**src/rtl/delay_pipe_dynamic.sv**
```systemverilog
// Run-time programmable delay line (1..N cycles) with drain-before-reconfigure.
// Optional flush port enabled by defining DELAY_PIPE_DYN_FLUSH_EN.
module delay_pipe_dynamic #(
    parameter int N       = 8,
    parameter int W       = 32,
    parameter int DLY_RST = N
) (
    input  logic                   clk,
    input  logic                   rst,
    input  logic [W-1:0]           in,
    input  logic                   in_vld,
    output logic                   in_rdy,
    input  logic [$clog2(N+1)-1:0] cfg_dly,
    input  logic                   cfg_upd,
`ifdef DELAY_PIPE_DYN_FLUSH_EN
    input  logic                   flush,
`endif
    output logic [W-1:0]           out_r,
    output logic                   out_vld_r,
    output logic [$clog2(N+1)-1:0] cfg_dly_r,
    output logic                   busy_r,
    output logic                   cfg_err_r
);

    localparam int CW = $clog2(N+1);
    localparam int PW = (N > 1) ? $clog2(N) : 1;

    localparam logic [CW-1:0] N_C    = CW'(N);
    localparam logic [CW-1:0] DLY_C  = CW'(DLY_RST);
    localparam logic [CW-1:0] ONE_C  = CW'(1);
    localparam logic [PW:0]   N_P    = (PW+1)'(N);
    localparam logic [PW:0]   ONE_P  = (PW+1)'(1);
    localparam logic [PW-1:0] LAST_P = PW'(N-1);

    localparam logic [0:0] RUN   = 1'b0;
    localparam logic [0:0] DRAIN = 1'b1;

    logic [0:0]    state;
    logic [CW-1:0] pend;
    logic [CW-1:0] cnt;
    logic [CW-1:0] cnt_next;
    logic [PW-1:0] wr_ptr;
    logic [PW-1:0] wr_ptr_next;
    logic [PW-1:0] rd_idx;
    logic [PW:0]   rd_sum;
    logic [N-1:0]  ring_vld;
    logic [W-1:0]  ring_data [N];
    logic          flush_now;
    logic          acc;
    logic          rd_vld;
    logic [W-1:0]  rd_data;
    logic          cfg_bad;
    logic          cfg_ok;
    logic          cfg_rej;

`ifdef DELAY_PIPE_DYN_FLUSH_EN
    assign flush_now = flush;
`else
    assign flush_now = 1'b0;
`endif

    assign in_rdy = (state == RUN);

    always_comb begin
        acc = in_vld && in_rdy && !flush_now;

        rd_sum = {1'b0, wr_ptr} + N_P - (PW+1)'(cfg_dly_r) + ONE_P;
        if (rd_sum >= N_P) begin
            rd_sum = rd_sum - N_P;
        end
        rd_idx = rd_sum[PW-1:0];

        // D=1 reads the slot being written this cycle, so bypass straight from the input
        if (cfg_dly_r == ONE_C) begin
            rd_vld  = acc;
            rd_data = in;
        end else begin
            rd_vld  = ring_vld[rd_idx];
            rd_data = ring_data[rd_idx];
        end

        cfg_bad = (cfg_dly == '0) || (cfg_dly > N_C);
        cfg_ok  = cfg_upd && !cfg_bad && !flush_now;
        cfg_rej = cfg_upd && cfg_bad && !flush_now;

        if (flush_now) begin
            cnt_next = '0;
        end else begin
            cnt_next = cnt + CW'(acc) - CW'(rd_vld);
        end

        wr_ptr_next = (wr_ptr == LAST_P) ? '0 : wr_ptr + PW'(1);
    end

    always_ff @(posedge clk) begin
        if (rst) begin
            state     <= RUN;
            pend      <= DLY_C;
            cnt       <= '0;
            wr_ptr    <= '0;
            ring_vld  <= '0;
            out_vld_r <= 1'b0;
            busy_r    <= 1'b0;
            cfg_err_r <= 1'b0;
            cfg_dly_r <= DLY_C;
        end else begin
            wr_ptr    <= wr_ptr_next;
            cnt       <= cnt_next;
            busy_r    <= (cnt_next != '0);
            cfg_err_r <= cfg_rej;
            out_vld_r <= rd_vld && !flush_now;

            // Consumed slots are cleared on read so a later, longer delay never
            // re-delivers an already emitted beat.
            if (flush_now) begin
                ring_vld <= '0;
            end else begin
                ring_vld[rd_idx] <= 1'b0;
                ring_vld[wr_ptr] <= acc && (cfg_dly_r != ONE_C);
            end

            case (state)
                RUN: begin
                    if (cfg_ok) begin
                        if (cnt == '0 && !acc) begin
                            cfg_dly_r <= cfg_dly;
                        end else begin
                            pend  <= cfg_dly;
                            state <= DRAIN;
                        end
                    end
                end
                default: begin
                    if (cfg_ok) begin
                        pend <= cfg_dly;
                    end
                    if (flush_now || cnt == '0) begin
                        cfg_dly_r <= cfg_ok ? cfg_dly : pend;
                        state     <= RUN;
                    end
                end
            endcase
        end
    end

    always_ff @(posedge clk) begin
        if (acc) begin
            ring_data[wr_ptr] <= in;
        end
        if (rd_vld && !flush_now) begin
            out_r <= rd_data;
        end
    end

endmodule
```
**config.mk**
```make
export PLATFORM = sky130hd
export DESIGN_NAME = delay_pipe_dynamic
export DESIGN_NICKNAME = d
export VERILOG_FILES = /design/src/rtl/delay_pipe_dynamic.sv
export SDC_FILE = /design/constraint.sdc
export NUM_CORES = 1
export LEC_CHECK = 0
export ABC_AREA = 1
export BUFFER_PORTS_ARGS = -buffer_cell sky130_fd_sc_hd__buf_2
export CAP_MARGIN = 20
export CORE_ASPECT_RATIO = 1.5
export CORE_UTILIZATION = 24
export DETAILED_ROUTE_END_ITERATION = 16
export GPL_TIMING_DRIVEN = 0
export SLEW_MARGIN = 0
export SYNTH_ARGS = -nofsm -noshare
export SYNTH_HDL_FRONTEND = slang
export SYNTH_SLANG_ARGS = --single-unit
```
**constraint.sdc**
```tcl
create_clock -name clk -period 8.6 [get_ports clk]
set_input_delay 0.43 -clock clk [delete_from_list [all_inputs] [get_ports clk]]
set_output_delay 0.43 -clock clk [all_outputs]
set_load 0.01 [all_outputs]
```
==> results of run 1 <==
[final cells by class]
cell class,count,area (µm²)
Fill cell,5482,38900
Sequential cell,315,9190
Multi-Input combinational cell,788,3640
Tap cell,695,870
Clock buffer,39,826
Timing Repair Buffer,98,642
Buffer,63,384
Inverter,47,176
Clock inverter,18,114
[cells in the mapped netlist (all sizes together)]
| library cell | number | share of area [%] |
|---|---|---|
| nand3 | 18 | 0.83 |
| o21ai | 33 | 1.8 |
| nor2 | 37 | 1.2 |
| clkinv | 1 | 0.028 |
| nor3 | 3 | 0.11 |
| nor4 | 3 | 0.14 |
| a21oi | 141 | 5.4 |
| buf | 39 | 2.0 |
| nand2 | 501 | 14 |
| or2 | 33 | 1.5 |
| dfxtp | 27 | 4.1 |
| inv | 46 | 1.3 |
| nand4 | 4 | 0.19 |
| fa | 1 | 0.15 |
| xor2 | 1 | 0.066 |
| nand3b | 1 | 0.056 |
| xnor2 | 2 | 0.13 |
| edfxtp | 288 | 65 |
| ha | 10 | 0.94 |
| clkbuf | 24 | 0.90 |
[flip-flops by register name, indices dropped and copies added, names as in the netlist]
signal,flops
cnt,4
out_r,32
pend,4
ring_data,256
out_vld_r,1
cfg_dly_r,4
wr_ptr,3
cfg_err_r,1
state,1
busy_r,1
ring_vld,8
[per-stage QoR]
step	utilization [%]	instances	setup slack (ns)	area (µm²)	hold WS, ns
finish	28.9	2063	4.06	15800	0.107
global placement	26.6	1986	0.931	14600	0.446
floorplan	-	1213	4.25	13300	0.434
detailed placement	27.2	2006	4.13	14900	0.458
global route	28.9	2063	3.82	15800	0.100
CTS	28.9	2063	4.09	15800	0.0841
[power by group]
group,internal [µW],switching (µW),total (µW)
logic,434,914,1350
clock network,705,567,1270
registers,1880,44.1,1920
[worst paths after layout]
path,start,to,depth (start not counted)
worst max-delay path,wr_ptr[1],busy_r,20
worst min-delay path,cfg_upd,cfg_err_r,3
worst max register to register,wr_ptr[1],busy_r,20
worst min register to register,pend[3],pend[3],2
[routing by layer]
layer | wire length (µm) | vias to the layer above | GRT usage [%] | share of wire [%]
met1 | 13300 | 4331 | 13.5 | 39
met2 | 18200 | 262 | 22.5 | 53
li1 | - | 4347 | - | -
met5 | 48 | - | 0 | 0.14
met3 | 1810 | 74 | 1.51 | 5.3
met4 | 990 | 6 | 4.74 | 2.9
[cell families after synthesis]
logic type / count (synthesis) / synth area share (%)
AOI/OAI and AO/OA: 174 / 7.23
xor gates and xnor gates: 3 / 0.197
adders and majority gates: 11 / 1.09
buffers and inverters: 110 / 4.20
DFF: 315 / 68.9
and+or+nand+nor: 600 / 18.4
[worst max-delay path: stages, from the launching register on]
cell and delay, ns:
dfxtp_1 0.34, clkbuf_1 0.32, inv_1 0.19, ha_1 0.31
inv_1 0.04, ha_1 0.27, buf_2 0.22, clkbuf_1 0.55
nand2_1 0.12, nand2_1 0.10, nand3_1 0.11, nand3_1 0.14
nand2_2 0.28, ha_1 0.38, inv_1 0.06, ha_1 0.16
inv_1 0.06, fa_1 0.37, xor2_1 0.15, nor2_1 0.07
nand3b_1 0.17
==> flow_metrics.py, run 1 <==
metrics = {
    "timing": {
        "fin_crit_sh_pct": 52.8,
        "slew_violations": 0,
        "slew_headroom_pct": 33.0,
        "min_period_ns": 4.54,
        "max_freq_ghz": 0.220,
        "setup_viol": 0,
        "fin_skew_ns": 0.00844,
        "setup_tns_ns": 0,
        "max_slew.worst_pin.slew_ns": 0.997,
        "hold_viol_final": 0,
        "grt_setup_unrepaired": "false",
    },
    "synth": {
        "synth_area_um2": 13300,
        "synthesis.nets": 1264,
        "syn_inst": 1213,
        "seq_area_frac_synth_pct": 68.9,
        "synth.avg_cell_area_um2": 11.0,
        "ys_warn_count": 0,
        "synth_cell_types": 33,
        "synth-seq-cells": 315,
    },
    "floorplanning": {
        "design.core.area_um2": 54800,
        "die_area_um2": 56500,
        "dieWidth_um": 194,
        "std_cell_rows": 105,
        "initial_core_util_pct": 24.3,
        "io_pins": 80,
        "chipHeight_um": 291,
    },
    "cts": {
        "h-tree-depth": 1,
        "clk_pin_slew_ns": 0.06,
        "cts_tree": "done",
        "clockBufferDepth": 3,
        "cts_root_buf": "clkbuf_16",
        "holdBufCountCts": 0,
        "insertion_delay_ns": 0.56,
        "cts_made_buffers": 31,
        "postCtsSetupRepairBufs": 0,
        "cts_resized": 0,
        "cts_sinks": 315,
    },
    "worst_setup_path": {
        "cp-end-kind": "register",
        "critPathMaxFanout": 13,
        "arrival_ns": 4.98,
        "r2r_setup_slack_ns": 4.06,
        "crit_required_ns": 9.04,
        "start_kind": "register",
        "crit_type": "register to register",
    },
    "run": {
        "max_cap_viol_count": 0,
    },
    "routing": {
        "wl_per_cell_um": 16.6,
        "viasPerCell": 4.37,
        "routed_wl_um": 34300,
        "drt_iter0_drc": 615,
        "antenna_left": 0,
        "drc": 0,
        "first_pass_iters": 5,
        "vias": 9020,
    },
    "status": {
        "status": "completed",
    },
    "pwr": {
        "peakVddDrop_uv": 145,
        "p_leak_uw": 0.00601,
        "p_total_uw": 4540,
        "power_density_nw_per_um2": 287,
    },
    "global_routing": {
        "overflow": 0,
        "first_global_vias": 8995,
        "grt_max_degree": 23,
        "grt_pass1_wl_um": 52000,
        "antenna_found_initial": 4,
        "grt.total_usage_pct": 11.9,
    },
    "final_layout": {
        "mostFrequentLayoutCells": "495 x nand2_1, 288 x edfxtp_1, 137 x a21oi_1",
        "layout-drive-gt1-share_pct": 17.3,
        "area_delta_synth_final_pct": 18.8,
        "n_antenna_cell": 0,
        "finalNetCount": 1395,
        "final_common_cell": "nand2_1",
    },
    "placement": {
        "hpwl_um": 24100,
        "port_buffers": 78,
        "gp_congestion": 0.792,
    },
    "min_path": {
        "hp-class": "input port to register",
    },
}
No activity file was read; power rests on OpenSTA's default activity.
==> inputs of run 2 (changes only) <==
Settings changed: ABC_AREA 1 to 0.
Clock period 8.6 ns to 4.25 ns, I/O delays scaled along.
==> flow_metrics.py, run 2 <==
metrics = {
    "routing": {
        "vias": 7909,
        "first_pass_iters": 6,
        "routed_wl_um": 36100,
        "drc": 0,
        "viasPerCell": 4.71,
        "drt_iter0_drc": 660,
        "wl_per_cell_um": 21.5,
        "antenna_left": 0,
    },
    "final_layout": {
        "final_common_cell": "edfxtp_1",
        "reg_top3": "ring_data x256, out_r x32, ring_vld x8",
        "largest_reg_flops": 256,
        "area_delta_synth_final_pct": 24.6,
        "finalNetCount": 1035,
        "layout-drive-gt1-share_pct": 24.0,
        "mostFrequentLayoutCells": "288 x edfxtp_1, 95 x buf_2, 86 x nand2_1",
        "fin_area_um2": 15700,
        "top_register": "ring_data",
        "fin_cells": 1680,
    },
    "placement": {
        "gp_congestion": 0.837,
        "port_buffers": 79,
        "dpl-instance-area_um2": 14200,
        "hpwl_um": 23800,
        "dp_cells": 1579,
        "place_ws_ns": -0.855,
    },
    "synth": {
        "yosysTopAreaCellShare_pct": 68.7,
        "synth_top_area_cell": "edfxtp_1",
        "ys.flop_type": "edfxtp_1",
        "synth_cell_types": 66,
        "ys_top_cells_by_area": "edfxtp_1 69%, dfxtp_1 4.3%, mux4_2 3.4%",
        "synth_area_um2": 12600,
        "synthesis.nets": 859,
        "yosysMostFrequentCell": "edfxtp_1",
        "ys_warn_count": 0,
        "synth_common_cells": "288 x edfxtp_1, 86 x nand2_1, 47 x nor2_1, 36 x mux2i_1, 32 x nand3_1",
        "synth-seq-cells": 315,
        "synth-edff-count": 288,
        "synth.avg_cell_area_um2": 15.6,
        "syn_inst": 808,
        "ys_async_sr_fraction_pct": 0,
        "seq_area_frac_synth_pct": 73.0,
    },
    "cts": {
        "cts_root_buf": "clkbuf_16",
        "cts_made_buffers": 29,
        "clockBufferDepth": 3,
        "h-tree-depth": 1,
        "clk_pin_slew_ns": 0.07,
        "insertion_delay_ns": 0.56,
        "cts_sinks": 315,
        "cts_tree": "done",
    },
    "timing": {
        "slew_violations": 0,
        "slew_headroom_pct": 31.4,
        "max_freq_ghz": 0.243,
        "min_period_ns": 4.12,
        "hold_ws_ns": 0.192,
        "hold_viol_final": 0,
        "fin_skew_ns": 0.0126,
        "grt_setup_unrepaired": "false",
        "layout_setup_ws_ns": 0.133,
        "setup_viol": 0,
        "fin_crit_sh_pct": 96.9,
        "max_slew.worst_pin.slew_ns": 1.03,
    },
    "run": {
        "max_cap_viol_count": 0,
    },
    "global_routing": {
        "overflow": 0,
        "antenna_found_initial": 1,
        "grt_max_degree": 23,
        "grt_pass1_wl_um": 53000,
        "first_global_vias": 8099,
        "grt.total_usage_pct": 13.4,
    },
    "min_path": {
        "hp-class": "input port to register",
        "holdCritStartpoint": "in_vld",
        "hold_depth": 4,
        "min_to": "pend[3]",
    },
    "worst_setup_path": {
        "critPathMaxFanout": 10,
        "crit_family": "adder cells",
        "cpPeakStageDelay_ns": 0.51,
        "path_buf_inv": 5,
        "r2r-end": "busy_r",
        "cp-end-kind": "register",
        "timing.rr.start": "cfg_dly_r[0]",
        "crit_type": "register to register",
        "start_kind": "register",
        "crit_required_ns": 4.68,
        "cp_slowest_cell": "fa_2",
        "arrival_ns": 4.54,
        "crit_chain": "inv_1 -> ha_1 -> ha_4 -> nor2b_2 -> buf_2 -> a31oi_2 -> o311ai_4 -> o21ai_4 -> buf_12 -> ha_2 -> inv_1 -> ha_2 -> inv_2 -> fa_2 -> nor2_1 -> or4_1",
        "reg2regPathDepth": 16,
        "r2r_setup_slack_ns": 0.13,
    },
    "floorplanning": {
        "io_pins": 80,
        "std_cell_rows": 102,
        "design.core.area_um2": 51700,
        "dieWidth_um": 189,
        "die_area_um2": 53400,
        "initial_core_util_pct": 24.3,
        "chipHeight_um": 282,
    },
    "pwr": {
        "peakVddDrop_uv": 338,
        "power_density_nw_per_um2": 603,
        "p_leak_uw": 0.00531,
    },
    "status": {
        "status": "completed",
    },
}
-- run 2: changes by cell type in the layout (fill, tap and decap cells not counted), sizes merged, moves of 17 or more --
cell and delta:
a21oi -115, mux2 +17, or2 -33, mux4 +19, dlygate4sd3 +38, a31oi +24, nand2 -415, mux2i +36
inv -30
-- run 2: area by class of cell --
class	instances	area (µm²)
Antenna cell	1	2.50
Multi-Input combinational cell	428	3290
Inverter	16	62.6
Tap cell	676	846
Clock inverter	11	131
Clock buffer	39	763
Buffer	46	239
Fill cell	5137	36000
Timing Repair Buffer	148	1150
Sequential cell	315	9190
-- run 2: kinds of logic after synthesis --
| logic type | after synthesis | synth area share, % |
|---|---|---|
| adder cells (fa/ha/maj) | 11 | 1.15 |
| AND/OR/NAND/NOR | 200 | 6.98 |
| XOR/XNOR | 6 | 0.835 |
| AO/OA/AOI/OAI | 139 | 7.96 |
| flip-flops | 315 | 73.0 |
| buffers and inverters | 65 | 2.27 |
| multiplexers | 72 | 7.78 |
-- run 2: layer usage --
metal,vias to the layer above,wire length (µm),track usage (%)
li1,3504,-,-
met1,4014,14000,15.3
met2,302,18500,24.8
met3,89,2040,2.08
met4,0,1550,5.42
met5,-,0,0
-- run 2: worst max-delay path by stage --
stage / start / to / slack, ns / depth (start not counted)
4_1_cts: wr_ptr[1] / busy_r / 0.007 / 20
2_1_floorplan: wr_ptr[1] / busy_r / -0.09 / 18
5_1_grt: cfg_dly_r[0] / busy_r / 0.03 / 17
3_5_place_dp: wr_ptr[1] / busy_r / -0.85 / 19
3_3_place_gp: state / ring_data[2][0] / -2.16 / 4
6_report: cfg_dly_r[0] / busy_r / 0.13 / 16
-- run 2: worst register-to-register path, delay by kind of cell (launching register included) --
kind | cells | cell delay [ns]
simple gates | 3 | 0.95
buf+inv | 5 | 0.78
fa+ha+maj | 5 | 1.47
compound gates | 3 | 0.41
flops | 1 | 0.39
-- run 2: timing repair --
action                     4_1_cts  5_1_grt
resized for setup                7       11
buffers inserted                 9        7
pin swaps                        4        7
setup endpoints to repair        4        1
cloned                           0        0
hold buffers                    38        0
hold endpoints to repair       265        0
-- run 2: power by group --
group / leakage (µW) / switching (µW) / internal, µW
clock network: 0.000432 / 1110 / 1430
registers: 0.00285 / 96.9 / 3800
logic: 0.00203 / 1860 / 1160
-- run 2: per-stage QoR --
stage	utilization (%)	setup TNS (ns)	power (µW)
after detailed placement	27.6	-1.74	6810
after global routing	30.3	0	9850
final	30.3	0	9450
after global placement	27.0	-196.82	6730
after floorplan	-	-0.0861	5620
after CTS	30.2	0	9480
==> inputs of run 3 (changes only) <==
==> constraint.sdc (replaced) <==
create_clock -name clk -period 4.25 [get_ports clk]
set_input_delay 0.6375 -clock clk [delete_from_list [all_inputs] [get_ports clk]]
set_output_delay 0.6375 -clock clk [all_outputs]
set_load 0.01 [all_outputs]
==> flow_metrics.py, run 3 (same netlist as run 2, synthesis figures left out) <==
metrics = {
    "global_routing": {
        "grt_pass1_wl_um": 52400,
        "grt_max_degree": 23,
        "first_global_vias": 7901,
        "grt.total_usage_pct": 13.4,
        "antenna_found_initial": 6,
        "overflow": 0,
    },
    "pwr": {
        "peakVddDrop_uv": 340,
        "power_density_nw_per_um2": 616,
        "p_total_uw": 9420,
        "p_leak_uw": 0.00516,
    },
    "worst_setup_path": {
        "crit_required_ns": 4.68,
        "crit_family": "adder cells",
        "path_buf_inv": 5,
        "arrival_ns": 4.54,
        "cp-end-kind": "register",
        "cpPeakStageDelay_ns": 0.51,
        "critPathMaxFanout": 10,
        "cp_slowest_cell": "fa_2",
        "crit_chain": "inv_1 -> ha_1 -> ha_4 -> nor2b_2 -> buf_2 -> a31oi_2 -> o311ai_4 -> o21ai_4 -> buf_12 -> ha_2 -> inv_1 -> ha_2 -> inv_2 -> fa_2 -> nor2_1 -> or4_1",
        "start_kind": "register",
        "crit_type": "register to register",
    },
    "cts": {
        "cts_sinks": 315,
        "cts_made_buffers": 29,
        "cts_root_buf": "clkbuf_16",
        "clockBufferDepth": 3,
        "h-tree-depth": 1,
        "clk_pin_slew_ns": 0.07,
        "insertion_delay_ns": 0.56,
        "holdBufCountCts": 0,
        "cts_tree": "done",
    },
    "final_layout": {
        "final_common_cell": "edfxtp_1",
        "mostFrequentLayoutCells": "288 x edfxtp_1, 95 x buf_2, 86 x nand2_1",
        "largest_reg_flops": 256,
        "layout-drive-gt1-share_pct": 25.0,
        "area_delta_synth_final_pct": 21.5,
        "finalNetCount": 997,
        "reg_top3": "ring_data x256, out_r x32, ring_vld x8",
        "fin_cells": 1642,
        "fin_util_pct": 29.6,
        "fill_cells": 5143,
        "top_register": "ring_data",
    },
    "floorplanning": {
        "io_pins": 80,
        "die_area_um2": 53400,
        "dieWidth_um": 189,
        "design.core.area_um2": 51700,
        "std_cell_rows": 102,
        "chipHeight_um": 282,
        "initial_core_util_pct": 24.3,
    },
    "placement": {
        "gp_congestion": 0.837,
        "hpwl_um": 23800,
        "place_ws_ns": -0.855,
        "port_buffers": 79,
        "dp_cells": 1579,
    },
    "timing": {
        "slew_headroom_pct": 31.5,
        "fin_crit_sh_pct": 96.9,
        "slew_violations": 0,
        "layout_setup_ws_ns": 0.132,
        "hold_viol_final": 0,
        "max_slew.worst_pin.slew_ns": 1.02,
        "fin_skew_ns": 0.0127,
        "max_freq_ghz": 0.243,
        "setup_viol": 0,
        "grt_setup_unrepaired": "false",
        "min_period_ns": 4.12,
    },
    "routing": {
        "drt_iter0_drc": 661,
        "routed_wl_um": 36000,
        "drc": 0,
        "viasPerCell": 4.74,
        "wl_per_cell_um": 21.9,
        "antenna_left": 0,
        "vias": 7777,
        "first_pass_iters": 6,
    },
    "status": {
        "status": "completed",
    },
    "min_path": {
        "hp-class": "input port to register",
    },
    "run": {
        "max_cap_viol_count": 0,
    },
}
[run 3: cell count changes in the layout (fill, tap and decap cells not counted), sizes merged]
cell	before	now
dlygate4sd3	38	0
[run 3: path summary, 6_finish.rpt]
kind,startpoint,endpoint,slack [ns],depth (start not counted)
setup / recovery,cfg_dly_r[0],busy_r,0.13,16
hold / removal,rst,cnt[1],0.30,2
setup reg to reg,cfg_dly_r[0],busy_r,0.13,16
hold reg to reg,pend[3],pend[3],0.48,2
[run 3: what timing repair did]
item                       4_1_cts  5_1_grt
pin swaps                        4        7
hold endpoints to repair         0        0
resized for setup                7       11
setup endpoints to repair        4        1
setup buffers                    9        7
[run 3: layout make-up]
type / count / area, µm² / area share [%]
diodes: 1 / 2.50 / 0.0164
plain buffers: 46 / 239 / 1.56
clock buffers: 39 / 763 / 4.99
clock inverters: 11 / 131 / 0.859
inverters: 16 / 62.6 / 0.409
multi-input cells: 428 / 3290 / 21.5
flip-flops and latches: 315 / 9190 / 60.1
well taps: 676 / 846 / 5.53
repair buffers: 110 / 773 / 5.06
[run 3: report_power, final]
part           leakage [µW]  switching (µW)  internal, µW  total (µW)
logic               0.00187            1840          1140        2980
registers           0.00285            97.3          3800        3900
clock network      0.000432            1110          1430        2540
total               0.00516            3050          6370        9420
[run 3: per-layer routing]
layer / routed length (µm) / global-route usage [%] / up-vias
met4: 1430 / 5.77 / 10
met5: 62 / 0 / -
li1: - / - / 3430
met3: 2420 / 2.58 / 95
met1: 13500 / 15.0 / 3915
met2: 18600 / 24.4 / 327
[run 3: per-stage QoR]
step | TNS (ns) | hold slack, ns | instance area, µm²
after floorplan | -0.0861 | 0.445 | 12700
after global placement | -260.88 | 0.466 | 13900
after detailed placement | -1.74 | 0.469 | 14200
after CTS | 0 | 0.271 | 15200
after global routing | 0 | 0.296 | 15300
final | 0 | 0.304 | 15300
